## config.mk

```make
export PLATFORM = sky130hd
export DESIGN_NAME = fft_input_buffer
export DESIGN_NICKNAME = d
export VERILOG_FILES = /design/src/rtl/fft_pkg.sv /design/src/rtl/fft_in_bank.sv /design/src/rtl/fft_input_buffer.sv
export SDC_FILE = /design/constraint.sdc
export NUM_CORES = 1
export LEC_CHECK = 0
export ABC_CLOCK_PERIOD_IN_PS = 2400
export CAP_MARGIN = 20
export CORE_MARGIN = 5
export CORE_UTILIZATION = 26
export CTS_CLUSTER_SIZE = 24
export DETAILED_ROUTE_END_ITERATION = 12
export GPL_ROUTABILITY_DRIVEN = 0
export PLACE_DENSITY_LB_ADDON = 0.12
export SLEW_MARGIN = 20
export SYNTH_ARGS = -nofsm -noshare
export SYNTH_HDL_FRONTEND = slang
export SYNTH_SLANG_ARGS = --single-unit
```

## constraint.sdc

```tcl
create_clock -name clk_i -period 2.4 [get_ports clk_i]
set_input_delay 0.36 -clock clk_i [delete_from_list [all_inputs] [get_ports clk_i]]
set_output_delay 0.36 -clock clk_i [all_outputs]
set_load 0.03 [all_outputs]
```

## src/rtl/fft_pkg.sv

```systemverilog
// Shared constants, bank-state encoding and index helper for the FFT input buffer.
// Latency: n/a (declarations only).
// Backpressure: n/a.
package fft_pkg;

    localparam int DATA_W = 16;
    localparam int N_PTS  = 16;
    localparam int LOG2_N = $clog2(N_PTS);

    typedef enum logic [1:0] {
        BANK_EMPTY   = 2'd0,
        BANK_FILLING = 2'd1,
        BANK_FULL    = 2'd2
    } bank_state_t;

    // Reverse the low 'bits' bits of idx; used to place samples in DIT input order.
    function automatic int unsigned bitrev(input int unsigned idx, input int unsigned bits);
        int unsigned r;
        r = 0;
        for (int i = 0; i < 32; i++) begin
            if (i < int'(bits)) begin
                r = r | (((idx >> i) & 32'd1) << (bits - 32'd1 - 32'(i)));
            end
        end
        return r;
    endfunction

endpackage

```

## src/rtl/fft_in_bank.sv

```systemverilog
// One frame bank: N_PTS sample registers with indexed write, bulk clear and parallel read-out.
// Latency: a write is visible on rd_dat the cycle after wr_en.
// Backpressure: none; the caller decides when to write or clear.
module fft_in_bank #(
    parameter int DATA_W = 16,
    parameter int N_PTS  = 16,
    parameter int IDX_W  = $clog2(N_PTS)
) (
    input  logic              clk_i,
    input  logic              rst_ni,
    input  logic              wr_en,
    input  logic [IDX_W-1:0]  wr_idx,
    input  logic [DATA_W-1:0] wr_dat,
    input  logic              clr,
    output logic [DATA_W-1:0] rd_dat [0:N_PTS-1]
);

    // Sample storage; clear wins over write (the parent never asserts both).
    always_ff @(posedge clk_i or negedge rst_ni) begin
        if (!rst_ni) begin
            for (int i = 0; i < N_PTS; i++) begin
                rd_dat[i] <= '0;
            end
        end else if (clr) begin
            for (int i = 0; i < N_PTS; i++) begin
                rd_dat[i] <= '0;
            end
        end else if (wr_en) begin
            rd_dat[wr_idx] <= wr_dat;
        end
    end

endmodule

```

## src/rtl/fft_input_buffer.sv

```systemverilog
// Ping-pong frame buffer feeding an FFT; optional DIT bit-reversed store via FFT_IN_BITREV_EN.
// Latency: valid_o rises the cycle after the last sample of a frame is accepted.
// Backpressure: s_ready_o drops only when both banks hold full frames (or during flush_i).
module fft_input_buffer #(
    parameter int DATA_W = fft_pkg::DATA_W,
    parameter int N_PTS  = fft_pkg::N_PTS
) (
    input  logic              clk_i,
    input  logic              rst_ni,
    input  logic              s_valid_i,
    input  logic [DATA_W-1:0] s_data_i,
    output logic              s_ready_o,
    input  logic              flush_i,
    output logic              valid_o,
    input  logic              ready_i,
    output logic [DATA_W-1:0] x_re_o [0:N_PTS-1]
);

    import fft_pkg::*;

    localparam int IDX_W = $clog2(N_PTS);

    logic [IDX_W-1:0]  wr_cnt;
    logic [IDX_W-1:0]  wr_idx;
    logic              wr_bank;
    logic              rd_bank;
    logic              init_done;
    bank_state_t       bank_st [2];
    logic              in_acc;
    logic              out_hs;
    logic              wr_last;
    logic [DATA_W-1:0] bank0_dat [0:N_PTS-1];
    logic [DATA_W-1:0] bank1_dat [0:N_PTS-1];

    // init_done keeps s_ready_o low while reset is held and for nothing longer.
    assign s_ready_o = init_done && !flush_i && (bank_st[wr_bank] != BANK_FULL);
    assign valid_o   = (bank_st[rd_bank] == BANK_FULL);
    assign in_acc    = s_valid_i && s_ready_o;
    assign out_hs    = valid_o && ready_i;
    assign wr_last   = (wr_cnt == IDX_W'(N_PTS - 1));

`ifdef FFT_IN_BITREV_EN
    assign wr_idx = IDX_W'(bitrev(32'(wr_cnt), IDX_W));
`else
    assign wr_idx = wr_cnt;
`endif

    // Bank state, write pointer/counter and read pointer. The handshake always targets a
    // FULL bank and a write never does, so both may act in the same cycle without conflict.
    always_ff @(posedge clk_i or negedge rst_ni) begin
        if (!rst_ni) begin
            bank_st[0] <= BANK_EMPTY;
            bank_st[1] <= BANK_EMPTY;
            wr_cnt     <= '0;
            wr_bank    <= 1'b0;
            rd_bank    <= 1'b0;
            init_done  <= 1'b0;
        end else begin
            init_done <= 1'b1;
            if (out_hs) begin
                bank_st[rd_bank] <= BANK_EMPTY;
                rd_bank          <= ~rd_bank;
            end
            if (flush_i) begin
                wr_cnt <= '0;
                if (bank_st[wr_bank] == BANK_FILLING) begin
                    bank_st[wr_bank] <= BANK_EMPTY;
                end
            end else if (in_acc) begin
                if (wr_last) begin
                    bank_st[wr_bank] <= BANK_FULL;
                    wr_bank          <= ~wr_bank;
                    wr_cnt           <= '0;
                end else begin
                    bank_st[wr_bank] <= BANK_FILLING;
                    wr_cnt           <= wr_cnt + 1'b1;
                end
            end
        end
    end

    fft_in_bank #(
        .DATA_W (DATA_W),
        .N_PTS  (N_PTS),
        .IDX_W  (IDX_W)
    ) u_bank0 (
        .clk_i  (clk_i),
        .rst_ni (rst_ni),
        .wr_en  (in_acc && !wr_bank),
        .wr_idx (wr_idx),
        .wr_dat (s_data_i),
        .clr    (flush_i && !wr_bank && (bank_st[0] == BANK_FILLING)),
        .rd_dat (bank0_dat)
    );

    fft_in_bank #(
        .DATA_W (DATA_W),
        .N_PTS  (N_PTS),
        .IDX_W  (IDX_W)
    ) u_bank1 (
        .clk_i  (clk_i),
        .rst_ni (rst_ni),
        .wr_en  (in_acc && wr_bank),
        .wr_idx (wr_idx),
        .wr_dat (s_data_i),
        .clr    (flush_i && wr_bank && (bank_st[1] == BANK_FILLING)),
        .rd_dat (bank1_dat)
    );

    // Present the bank the read pointer selects; it only moves on a handshake.
    always_comb begin
        for (int i = 0; i < N_PTS; i++) begin
            x_re_o[i] = rd_bank ? bank1_dat[i] : bank0_dat[i];
        end
    end

endmodule

```

==> summary.txt <==
Status
  • Outcome: complete, but fails checks
  • Failing checks: negative setup slack

Routing
  • Drc violations: 0
  • Post-DRT Antenna Nets: 0
  • DRT iter0 DRCs: 1545
  • Drt wl/cell: 25.0 um
  • Routed WL: 100000 um
  • Via count: 19600
  • Pre-antenna DRT Iters: 4
  • Vias per cell: 4.89

Finish
  • Area occupied by registers: 13100 sq um
  • Fillers: 9127
  • Footprint of the multi-input gates: 10100 sq um
  • Layout cells sized above 1: 30.5%
  • Finished Core Util: 35.3%
  • Area Overhead vs Synth: 35.2%
  • Final net count: 2810
  • Commonest non-fill, non-tap cells in the layout: 553 x nand2_1, 520 x dfrtp_1, 358 x o21ai_0
  • Design Area, Final: 32200 sq um
  • Commonest non-fill, non-tap cell in the layout: nand2_1

CTS
  • CTS tree: yes
  • H-tree Lvls: 2
  • Clock Tree Root: clkbuf_16
  • Num CTS Buffers: 60
  • Skew-Pair Late Insertion Delay: 0.62 ns
  • Reg clk slew, reported paths: 0.06 ns
  • Sink Count: 523
  • Max Buffers Root-to-Sink: 3

STA
  • Final Slew Violations: 0
  • Fmax achieved: 395 MHz
  • Crit path time final: 2.53 ns
  • RSZ-0062 raised after global routing: yes
  • Setup-failing EPs final: 199
  • Final Hold Fails: 0
  • Final Worst Setup Slack: -0.134 ns
  • Setup Skew: 0.0208 ns
  • Slew headroom: 61.4%
  • Worst-margin pin slew: 0.577 ns
  • Hold_ws: 0.260 ns
  • Tcrit/Tclk final: 106%

Critical path
  • Critical R2R Launch: wr_cnt[1]
  • CP max stage delay: 0.49 ns
  • CP max FO: 14
  • Crit path launch: rd_bank
  • Crit path launch type: register
  • Worst-path cell chain: buf_4 -> buf_16 -> buf_16 -> mux2_2 -> buf_4
  • Reg-to-reg setup timing slack: 0.42 ns
  • Worst path bufs/invs: 4
  • Crit Path Category: register to primary output
  • Slowest CP cell: dfrtp_4
  • Worst path arrival time: 2.17 ns
  • Crit path required time: 2.04 ns
  • Cell family with most CP delay: buffers and inverters
  • Critical path capture point type: primary output

Placement
  • Port Buffer Count: 278
  • DP Area: 28900 sq um
  • Post-DP HPWL: 64900 um

Synth
  • Top post-synthesis cells by area: dfrtp_1 55%, mux2_2 12%, nand2_1 8.7%
  • Yosys top cell area share: 54.9%
  • Ys Warns: 0
  • Avg Inst Size Synth: 9.72 sq um
  • Synthesized Nets: 2478
  • Sequential element share of the synthesized area: 54.9%
  • Synth unique cells: 39
  • Ys async rst share: 100%
  • Post-synth top area cell: dfrtp_1
  • Mapped Area: 23800 sq um
  • Synth Instances: 2453
  • Most frequently used flop master after synthesis: dfrtp_1
  • Synthesis-stage register bit count: 523
  • EDFF count, synth: 0

GRT
  • Vias in the first global route: 19500
  • Global route overflow: 0
  • First-pass GRT wire length: 142000 um
  • Largest net degree at the start of global routing: 82
  • All-Layer GR Usage: 19.6%
  • Antenna violations before repair: 8

Job
  • Max_cap viols: 0

Power and ir drop
  • Leakage power summed over all cells: 15.0 nW
  • Power Density: 661 nW/um^2
  • Peak supply drop: 484 uV

Floorplan
  • Core region area: 91400 sq um
  • Die ar.: 97800 sq um
  • Die height: 313 um
  • # IOs: 279
  • Die width: 313 um
  • Starting density of the core: 26.1%
  • FP Rows: 111

Min path
  • Worst min path class: input pin to asynchronous set/reset pin
==> Yosys cell counts (2+ instances only) <==
master    number
nand3b_1       2
mux2i_1       17
nor4_4         4
nand4_1       15
inv_1          5
ha_1           4
a31oi_1        2
nor4_2        15
nor2b_1        6
o21ai_0      359
or4_1          6
nand2b_1       9
nand2_1      553
o21ai_1       84
nand3_1      288
nor2_1        18
buf_2         63
o31ai_1        3
buf_4          6
nor3b_1        2
buf_1         18
nor3_1         3
mux2_2       256
a21oi_1       19
dfrtp_1      523
clkbuf_1     158
and2_1         3
==> sequential cells by signal (all words and copies together) (netlist names) <==
register,cells
bank_st,4
init_done,1
rd_bank,1
u_bank0.rd_dat,256
u_bank1.rd_dat,256
wr_bank,1
wr_cnt,4
==> through the flow <==
| stage | cells | TNS [ns] | power (mW) | setup WS [ns] |
|---|---|---|---|---|
| global route | 4009 | -27.35 | 22.0 | -0.196 |
| floorplan | 2453 | 0 | 10.2 | 0.371 |
| global placement | 3848 | 0 | 11.7 | 0.157 |
| CTS | 3967 | -36.66 | 21.1 | -0.244 |
| detailed placement | 3848 | 0 | 11.7 | 0.144 |
| finish | 4010 | -13.37 | 21.3 | -0.134 |
==> final cells by class <==
type	count	area share, %
flip-flops and latches	523	40.6
multi-input cells	1680	31.4
repair buffers	515	17.5
clock buffers	94	5.62
well taps	1186	4.60
clock inverters	6	0.248
inverters	5	0.0582
diodes	1	0.00776
==> report_power, final <==
| part | switching (mW) | total, mW | internal (mW) | leakage (nW) |
|---|---|---|---|---|
| Combinational | 2.04 | 3.30 | 1.26 | 6.84 |
| Sequential | 0.0703 | 8.99 | 8.92 | 7.28 |
| Clock | 3.70 | 9.01 | 5.30 | 0.931 |
==> routing by layer <==
layer	part of all wire (%)	wire length, um	vias up	GRT usage (%)
met5	0	0	-	0
met4	2.1	2120	0	4.83
met3	5.6	5590	115	3.08
met2	46	46300	579	31.0
met1	46	46400	9837	28.2
li1	-	-	9072	-
==> cells by family (layout without fill, tap and decap cells) <==
family,Yosys count,count (layout),share of synthesized area (%)
other cells,1,2,0.0157
compound gates,471,471,9.98
fa+ha+maj,4,4,0.210
simple gates,931,931,17.7
flops,523,523,54.9
mux,273,273,12.8
buf+inv,250,620,4.36
==> worst paths after layout <==
| path | endpoint | cells after the start |
|---|---|---|
| max in group asynchronous | u_bank0.rd_dat[201] | 4 |
| worst max-delay path | x_re_o[45] | 5 |
| worst min-delay path | u_bank0.rd_dat[23] | 2 |
| worst max register to register | u_bank1.rd_dat[235] | 7 |
| worst min register to register | u_bank0.rd_dat[177] | 2 |
| min in group clk_i | u_bank0.rd_dat[177] | 2 |
==> timing repair <==
item,4_1_cts,5_1_grt
gates resized for setup,329,363
pin swaps,0,1
buffers inserted,10,29
gates cloned,8,14
setup endpoints to repair,243,253
hold buffers,1,0
hold endpoints to repair,34,0
Note: power is estimated with default switching activity, not from simulation.
